==> src/rtl/uart_rx.sv <==
// UART receiver: 2-flop synchronizer, oversampled 3-sample majority vote per bit,
// 8N1 or 8E1/8O1 frames, byte delivered with a one-cycle rx_ok and error flags.
module uart_rx #(
  parameter int OVERSAMPLE = 16
) (
  input  logic       clk,
  input  logic       rst,
  input  logic       rx_sample,
  input  logic       rx_en,
  input  logic       no_parity,
  input  logic       ev_parity,
  input  logic       rxd,
  output logic [7:0] rxd_out,
  output logic       rx_ok,
  output logic       parity_err,
  output logic       frame_err,
  output logic       rx_busy,
  output logic [2:0] dbg_state
);

  localparam int TW = $clog2(OVERSAMPLE);
  localparam logic [TW-1:0] MID_M1 = TW'(OVERSAMPLE / 2 - 1);
  localparam logic [TW-1:0] MID    = TW'(OVERSAMPLE / 2);
  localparam logic [TW-1:0] MID_P1 = TW'(OVERSAMPLE / 2 + 1);
  localparam logic [TW-1:0] LAST   = TW'(OVERSAMPLE - 1);

  typedef enum logic [2:0] {IDLE, START, DATA, PARITY, STOP} state_t;

  state_t          state;
  logic            rxd_m, rxd_s;
  logic [TW-1:0]   tick_cnt;
  logic [2:0]      bit_cnt;
  logic            armed;
  logic            v0, v1;
  logic [7:0]      shreg;
  logic            par_bit;
  logic            cfg_no_par, cfg_ev;

  logic vote, tick_vote, tick_last;

  // vote combines the two stored samples with the live one at the MID+1 tick
  assign vote      = (v0 & v1) | (v0 & rxd_s) | (v1 & rxd_s);
  assign tick_vote = rx_sample && (tick_cnt == MID_P1);
  assign tick_last = rx_sample && (tick_cnt == LAST);
  assign rx_busy   = (state != IDLE);
  assign dbg_state = state;

  always_ff @(posedge clk or posedge rst) begin
    if (rst) begin
      rxd_m <= 1'b1;
      rxd_s <= 1'b1;
    end else begin
      rxd_m <= rxd;
      rxd_s <= rxd_m;
    end
  end

  always_ff @(posedge clk or posedge rst) begin
    if (rst) begin
      state      <= IDLE;
      tick_cnt   <= '0;
      bit_cnt    <= '0;
      armed      <= 1'b0;
      v0         <= 1'b0;
      v1         <= 1'b0;
      shreg      <= 8'h00;
      par_bit    <= 1'b0;
      cfg_no_par <= 1'b0;
      cfg_ev     <= 1'b0;
      rxd_out    <= 8'h00;
      rx_ok      <= 1'b0;
      parity_err <= 1'b0;
      frame_err  <= 1'b0;
    end else begin
      rx_ok <= 1'b0;
      if (!rx_en) begin
        state    <= IDLE;
        tick_cnt <= '0;
        bit_cnt  <= '0;
        if (state == IDLE && rxd_s) armed <= 1'b1;
      end else begin
        // tick_cnt is a power-of-two width, so LAST+1 wraps to 0 at each bit boundary
        if (state != IDLE && rx_sample) begin
          tick_cnt <= tick_cnt + TW'(1);
          if (tick_cnt == MID_M1) v0 <= rxd_s;
          if (tick_cnt == MID)    v1 <= rxd_s;
        end
        case (state)
          IDLE: begin
            tick_cnt <= '0;
            bit_cnt  <= '0;
            if (rxd_s) begin
              armed <= 1'b1;
            end else if (armed) begin
              state      <= START;
              cfg_no_par <= no_parity;
              cfg_ev     <= ev_parity;
              armed      <= 1'b0;
            end
          end
          START: begin
            if (tick_vote && vote) begin
              state    <= IDLE;
              tick_cnt <= '0;
            end else if (tick_last) begin
              state   <= DATA;
              bit_cnt <= '0;
            end
          end
          DATA: begin
            if (tick_vote) shreg <= {vote, shreg[7:1]};
            if (tick_last) begin
              if (bit_cnt == 3'd7) state <= cfg_no_par ? STOP : PARITY;
              else bit_cnt <= bit_cnt + 3'd1;
            end
          end
          PARITY: begin
            if (tick_vote) par_bit <= vote;
            if (tick_last) state <= STOP;
          end
          STOP: begin
            // frame closes at mid-stop to leave margin for a back-to-back start bit
            if (tick_vote) begin
              rxd_out    <= shreg;
              rx_ok      <= 1'b1;
              frame_err  <= ~vote;
              parity_err <= cfg_no_par ? 1'b0 : (par_bit != ((^shreg) ^ ~cfg_ev));
              state      <= IDLE;
              tick_cnt   <= '0;
            end
          end
          default: state <= IDLE;
        endcase
      end
    end
  end

endmodule

==> config.mk <==
export PLATFORM = sky130hd
export DESIGN_NAME = uart_rx
export DESIGN_NICKNAME = d
export VERILOG_FILES = /design/src/rtl/uart_rx.sv
export SDC_FILE = /design/constraint.sdc
export NUM_CORES = 1
export LEC_CHECK = 0
export BUFFER_PORTS_ARGS = -buffer_cell sky130_fd_sc_hd__buf_2
export CORE_MARGIN = 1
export CORE_UTILIZATION = 51
export CTS_BUF_LIST = sky130_fd_sc_hd__clkbuf_16
export DETAILED_ROUTE_END_ITERATION = 10
export PLACE_DENSITY = 0.84
export SYNTH_ARGS = -nofsm -noshare
export SYNTH_HDL_FRONTEND = slang
export SYNTH_SLANG_ARGS = --single-unit
==> constraint.sdc <==
create_clock -name clk -period 1.73 [get_ports clk]
set_input_delay 0.4325 -clock clk [delete_from_list [all_inputs] [get_ports clk]]
set_output_delay 0.4325 -clock clk [all_outputs]
set_load 0.02 [all_outputs]
==> results summary, run 1 <==
In this run the worst path has a maximum fanout of 4. The number of pins with negative max-slew slack in the final report is 0. The worst relative slew slack is 69.89%. The number of hold-slack violations in the final timing report came out at 0.

Max-cap violations in this run came to 0. The worst-case setup slack after placement came out at -0.04510 ns. After detailed placement, the design holds a cell count of 224. The critical path is of the flop to output port type. Setup repair after global routing could not meet its margin everywhere. The total detailed-routing wirelength is 3608 um. The fraction of final layout cells with drive strength greater than 1 is 41.67%.

The number of buffer cells added on primary ports is 21. In this run the clock root is driven by a sky130_fd_sc_hd__clkbuf_16. The worst ir drop on vdd is 0.8850 mV. The synthesized netlist occupies a cell area of 1831 um^2.

Timing would allow up to 590.1 MHz. The via count of the first global-routing pass is 1136. For the worst-skew pair, the clock arrives at the later sink with an insertion delay of 0.28 ns. The wire length on met3 is 120 um. STA puts the critical path data arrival time at 1.26 ns.

By count the netlist is led by sky130_fd_sc_hd__dfrtp_1, sky130_fd_sc_hd__mux2_2, sky130_fd_sc_hd__nand2_1. The unique cell type count in the Yosys netlist came out at 42. The post-layout utilization of the core is 66.81%.

The launch instance of the worst register-to-register path is tick_cnt[1]$_DFF_PP0_. The endpoint required time on the critical path is 1.30 ns. The pin slew with the least headroom to its limit came out at 0.4516 ns. The total global-route track usage is 20.07%. Setup total negative slack on the finished layout was measured at 0 ns. STA classifies the critical path startpoint as a flop. Buffers inserted during clock tree synthesis total 5.

The hold slack is 0.2521 ns. The number of enable flip-flop cells after synthesis came out at 0. The top cell type's share of synthesized area came out at 47.85%.

The detail-routed via count per cell came out at 5.340. Sorting the synthesized cells by area gives the leading types as sky130_fd_sc_hd__dfrtp_1, sky130_fd_sc_hd__mux2_2, sky130_fd_sc_hd__xnor2_1, sky130_fd_sc_hd__ha_1, sky130_fd_sc_hd__mux2_1. Once the floorplan was initialized, standard cells occupied 54.01% of the core.

The congestion estimate from routability-driven global placement came to 0.9197. The sequential cell area fraction in the yosys report is 50.72%. The power density relative to cell area came out at 1280 nW/um^2. The length of routed met2 wiring is 1851 um. The post-layout instance area is 2265 um^2. In this run the standard cell core region covers 3390 um^2.

The number of H-tree levels is 2. The post-route DRC violation count came out at 0. The die width is 61.91 um. The TritonCTS clock tree is yes. Setup slack closes at 0.03544 ns. By instance count, the leading cell after synthesis is sky130_fd_sc_hd__dfrtp_1. The maximum buffer depth of the clock tree is 2. Of the available clock period, the critical path in the final layout requires 97.95%.

The run finished with clean final reports. For the final database, setup skew stands at 0.005289 ns. The count of placed standard cells in the final layout, fillers left out is 238. Detailed routing inserted a total of 1271 vias. The largest net degree at the start of global routing is 38. The clock drives 37 sinks. The number of flip-flops and latches in the synthesized netlist came out at 37.

The count of nets left with antenna violations once routing finished came out at 0. After clock tree synthesis, the clock-pin slew on the worst setup and hold paths is 0.06 ns. The number of instances in the synthesized netlist came out at 154. The first-pass detailed-route iteration total came out at 4. The post-synth net total came out at 166. The reported leakage power came out at 1.137 nW. Setup violations remaining at the end of the flow were counted as 0.

After detailed placement, the total cell area comes to 2027 um^2. Routed signal wires occupy layers up through met4. The first global-routing pass estimated 5250 um of wire.

Once detailed placement completed, the half-perimeter wirelength came to 2330 um. The die is 61.91 um tall. The number of antenna violations at the first check in global routing is 0.

The die covers 3833 um^2. The count of routing violations after the opening detailed-route iteration came out at 64. The antenna diode count is 0. The critical path capture point type is an output port. The number of warning messages in the yosys log is 0.

The signed area change from the synthesized netlist to the final layout came out at 23.72%. The average instance in the mapped netlist occupies 11.89 um^2. In this run the worst hold path is classified as input pin to async pin. The top-level I/O count came out at 22. The most critical setup path has its startpoint at dbg_state[0]$_DFFE_PP0P_. The per-cell routed wire length came out at 15.16 um.

The post-route minimum period is 1.695 ns. The design draws 2.900 mW. After the last flow step, the layout net total stands at 203. Of all flip-flops after synthesis, the portion carrying an async set or reset was 100.0%. Global routing finished with a remaining overflow of 0. The number of hold buffers added after cts came out at 0. The standard-cell row count came out at 21. The cell taking the most area after synthesis is sky130_fd_sc_hd__dfrtp_1.

The routed length on met1 is 1563 um. In the synthesized netlist the dominant register cell turns out to be sky130_fd_sc_hd__dfrtp_1.
## critical path: stages (launching register included)
cell and delay, ns:
sky130_fd_sc_hd__dfrtp_2 0.43, sky130_fd_sc_hd__nor3_2 0.21, sky130_fd_sc_hd__buf_4 0.16, sky130_fd_sc_hd__inv_1 0.04, sky130_fd_sc_hd__buf_2 0.15
## report_power, final
group | switching [mW] | total, mW | internal (mW)
Sequential | 0.0961 | 1.05 | 0.955
Combinational | 0.423 | 0.823 | 0.400
Clock | 0.344 | 1.03 | 0.681
## logic make-up after synthesis
group / after synthesis / synth area share (%)
flops: 37 / 50.72
compound gates: 14 / 6.016
xor+xnor: 12 / 5.742
simple gates: 47 / 14.97
fa+ha+maj: 6 / 3.964
buf+inv: 13 / 3.485
mux: 25 / 15.11
## path summary, 6_finish.rpt
path	to	slack [ns]	cells after the start
worst max-delay path	rx_busy	0.04	4
worst min-delay path	par_bit$_DFFE_PP0P_	0.25	3
worst max register to register	tick_cnt[1]$_DFF_PP0_	0.05	7
worst min register to register	rxd_s$_DFF_PP1_	0.36	0
max in group asynchronous	rxd_s$_DFF_PP1_	1.14	3
min in group clk	rxd_m$_DFF_PP1_	0.25	1
## cells in the final DEF, fill, tap and decap left out, drive strengths merged, types with 2 or more instances in the layout
cell type,instances
nor2b,3
xnor2,9
nand3,5
nor3b,2
o21ai,4
a21oi,3
mux2i,4
mux2,21
xor2,3
clkbuf,5
nand2,15
nand4,2
ha,5
nor2,8
nor3,2
dfrtp,35
dfstp,2
nand2b,3
buf,37
inv,7
## layout make-up
class | instances | area (um^2)
Tap cell | 46 | 57.56
Inverter | 6 | 22.52
Fill cell | 240 | 1125
Sequential cell | 37 | 933.4
Multi-Input combinational cell | 104 | 857.1
Clock inverter | 3 | 43.79
Clock buffer | 5 | 125.1
Timing Repair Buffer | 37 | 225.2
## layer usage
layer  vias to the layer above  global-route usage, %
li1                        610                      -
met1                       622                  25.00
met2                        31                  32.41
met3                         8                  6.832
met4                         0                  7.619
met5                         -                      0
## state kept, by name, summed over array words and instances (netlist names), 3 cells and up
signal     cells
bit_cnt        3
dbg_state      3
rxd_out        8
shreg          8
tick_cnt       4
## timing repair
item,CTS,global route
pin swaps,0,2
setup endpoints to repair,11,18
buffers inserted,0,6
gates resized for setup,3,6
Power figures use the tool's default switching activity.
==> inputs of run 2 (changes only) <==
--- a/config.mk
+++ b/config.mk
@@ -10,7 +10,7 @@
 export CORE_UTILIZATION = 51
 export CTS_BUF_LIST = sky130_fd_sc_hd__clkbuf_16
 export DETAILED_ROUTE_END_ITERATION = 10
-export PLACE_DENSITY = 0.84
+export PLACE_DENSITY = 0.74
 export SYNTH_ARGS = -nofsm -noshare
 export SYNTH_HDL_FRONTEND = slang
 export SYNTH_SLANG_ARGS = --single-unit
==> results summary, run 2 (synthesis results as in run 1) <==
The fraction of final layout cells with drive strength greater than 1 is 39.57% (-2.1 points). The post-CTS clock slew at the launch and capture registers of the worst setup and hold paths is 0.05 ns (about the same). The die width is 61.91 um (unchanged). The filler cell count is 253 (+5.4%). The routed length on met1 is 1524 um (-2.5%). The most frequent standard cell in the layout excluding fill and tap cells is sky130_fd_sc_hd__dfrtp_1.

The worst ir drop on vdd came out at 1.032 mV (+17%). The total detailed-routing wirelength came out at 3518 um (-2.5%). The reported leakage power is 1.112 nW (-2.1%). The post-layout utilization of the core is 65.71% (-1.1 points). The pin slew with the least headroom to its limit came out at 0.4533 ns (+0.001662 ns). The share of the clock period used by the worst path after layout is 96.37% (-1.6 points).

Leaving out fill and tap cells, the most frequent cells in the layout are sky130_fd_sc_hd__dfrtp_1, sky130_fd_sc_hd__buf_2, sky130_fd_sc_hd__mux2_2, sky130_fd_sc_hd__nand2_1, sky130_fd_sc_hd__buf_4. The setup-violating endpoint count in the final report came to 0 (unchanged). The length of routed met2 wiring is 1794 um (-3.1%). The sum of negative setup slack is 0 ns (unchanged). The initial standard-cell utilization of the core is 54.01% (unchanged). The number of buffer cells added on primary ports came out at 21 (unchanged). The maximum buffer depth of the clock tree came out at 2 (unchanged). The critical path's slowest cell is sky130_fd_sc_hd__dfrtp_1. The largest registers in the layout are rxd_out x8, shreg x8, tick_cnt x4. The post-layout total power came out at 2.826 mW (-2.6%). The worst-case setup slack after placement came out at -0.01707 ns (+0.02804 ns). The post-layout instance area is 2227 um^2 (-1.7%). The via count of the first global-routing pass is 1160 (+2.1%). The critical setup path kind is flop to output port. The overall die area was 3833 um^2 (unchanged). The flip-flop and latch area was 929.6 um^2 (-0.40%).

The cell area after placement is 2019 um^2 (-0.37%). The detail-routed via count per cell came out at 5.365 (+0.46%). The number of hold-slack violations in the final timing report came out at 0 (unchanged).

The largest net degree at the start of global routing is 38 (unchanged). The total global-route track usage is 20.01% (-0.062 points). The count of nets left with antenna violations after detail routing was 0 (unchanged). The number of antenna violations at the first check in global routing came out at 0 (unchanged). The power density relative to cell area came out at 1269 nW/um^2 (-0.91%).

The post-route minimum period is 1.667 ns (-0.02744 ns). The min-delay analysis places its worst path in the category input pin to async pin. The top-level I/O count is 22 (unchanged). The number of H-tree levels came out at 2 (unchanged). The count of routing violations after the opening detailed-route iteration came out at 55 (-14%). The remaining global-route overflow is 0 (unchanged). The total vias in the final route came to 1250 (-1.7%). The worst path arrival time came out at 1.23 ns (-0.03 ns). The run finished with clean final reports. The standard-cell row count came to 21 (unchanged). The CTS root buffer is sky130_fd_sc_hd__clkbuf_16. The CTS sink count is 37 (unchanged). The area of the multi-input gates is 860.8 um^2 (+0.44%).

The maximum frequency from static timing analysis was 599.8 MHz (+1.6%). The per-cell routed wire length came out at 15.10 um (-0.40%). The placeable core region came out at 3390 um^2 (unchanged).

The placed wire-length estimate after detailed placement was 2433 um (+4.4%). Routed signal wires occupy layers up through met4. The worst relative slew slack is 69.78% (-0.11 points). The total clock buffers created by CTS is 5 (unchanged).

The reported max-cap violation count is 0 (unchanged). The wire length of the first global-routing pass came out at 5278 um (+0.53%). The number of nets in the final layout is 198 (-2.5%). The signed area change from the synthesized netlist to the final layout came out at 21.67%. The number of pins with negative max-slew slack in the final report was 0 (unchanged). The first-pass detailed-route iteration total came out at 4 (unchanged).

The insertion delay of the later-clocked pin in the worst-skew pair is 0.28 ns (about the same). The post-route DRC violation count came out at 0 (unchanged). The endpoint required time on the critical path came to 1.30 ns (about the same). The clock skew after layout is 0.003799 ns (-0.001491 ns). Setup repair after global routing could not meet its margin everywhere. The largest stage delay on the critical path is 0.48 ns (+0.05 ns). The final setup slack of the worst path is 0.06288 ns (+0.02744 ns). The die boundary height is 61.91 um (unchanged). The TritonCTS clock tree is yes. The antenna diode count is 0 (unchanged). The critical path goes through nor3_4, inv_1, buf_2.

The worst setup path is launched from a flop. The final RePlAce weighted congestion is 0.8853 (-3.7%). The worst setup path is captured at an output port. The wire length on met3 was 160 um (+33%). The peak fanout along the critical path is 7 (+3).
run 2: worst max-delay path, delay by kind of cell, from the launching register on:
kind                   cells  cell delay, ns
buffers and inverters      2            0.20
flip-flops                 1            0.48
AND/OR/NAND/NOR            1            0.27
run 2: path summary, 6_finish.rpt:
kind / from / to / slack [ns] / depth (start not counted)
worst max register to register: tick_cnt[1]$_DFF_PP0_ / rxd_out[4]$_DFFE_PP0P_ / 0.06 / 5
max in group asynchronous: rst / dbg_state[1]$_DFFE_PP0P_ / 1.14 / 3
worst max-delay path: dbg_state[0]$_DFFE_PP0P_ / rx_busy / 0.06 / 3
worst min register to register: rxd_m$_DFF_PP1_ / rxd_s$_DFF_PP1_ / 0.36 / 0
worst min-delay path: rst / v1$_DFFE_PP0P_ / 0.25 / 3
min in group clk: rxd / rxd_m$_DFF_PP1_ / 0.25 / 1
run 2: layer usage:
layer  up-vias  track usage, %
li1        602               -
met1       615           24.97
met2        29           32.26
met3         4           6.832
met4         0           7.619
met5         -               0
run 2: cell type report:
type | count | share of cell area [%]
clock buffer | 5 | 5.618
clock inverter | 3 | 1.966
inverter | 6 | 1.011
multi-input combinational | 104 | 38.65
sequential | 37 | 41.74
tap | 46 | 2.584
timing repair buffer | 32 | 8.427
run 2: report_power, final:
group	internal [mW]	switching, mW
logic	0.356	0.369
registers	0.950	0.133
clock network	0.681	0.336
total	1.99	0.839
run 2: what timing repair did:
| action | in CTS | in global routing |
|---|---|---|
| pin swaps | 0 | 9 |
| setup endpoints to repair | 9 | 16 |
| gates resized for setup | 2 | 6 |
| buffers inserted | 0 | 2 |
| endpoints found under the hold margin | 0 | 0 |
| hold buffers | 0 | 0 |
run 2: stage by stage:
| stage | hold WS [ns] | cells |
|---|---|---|
| final | 0.2487 | 233 |
| after detailed placement | 0.3491 | 223 |
| after global routing | 0.2378 | 233 |
| after global placement | 0.3462 | 223 |
| after floorplan | 0.3452 | 154 |
| after CTS | 0.2415 | 231 |
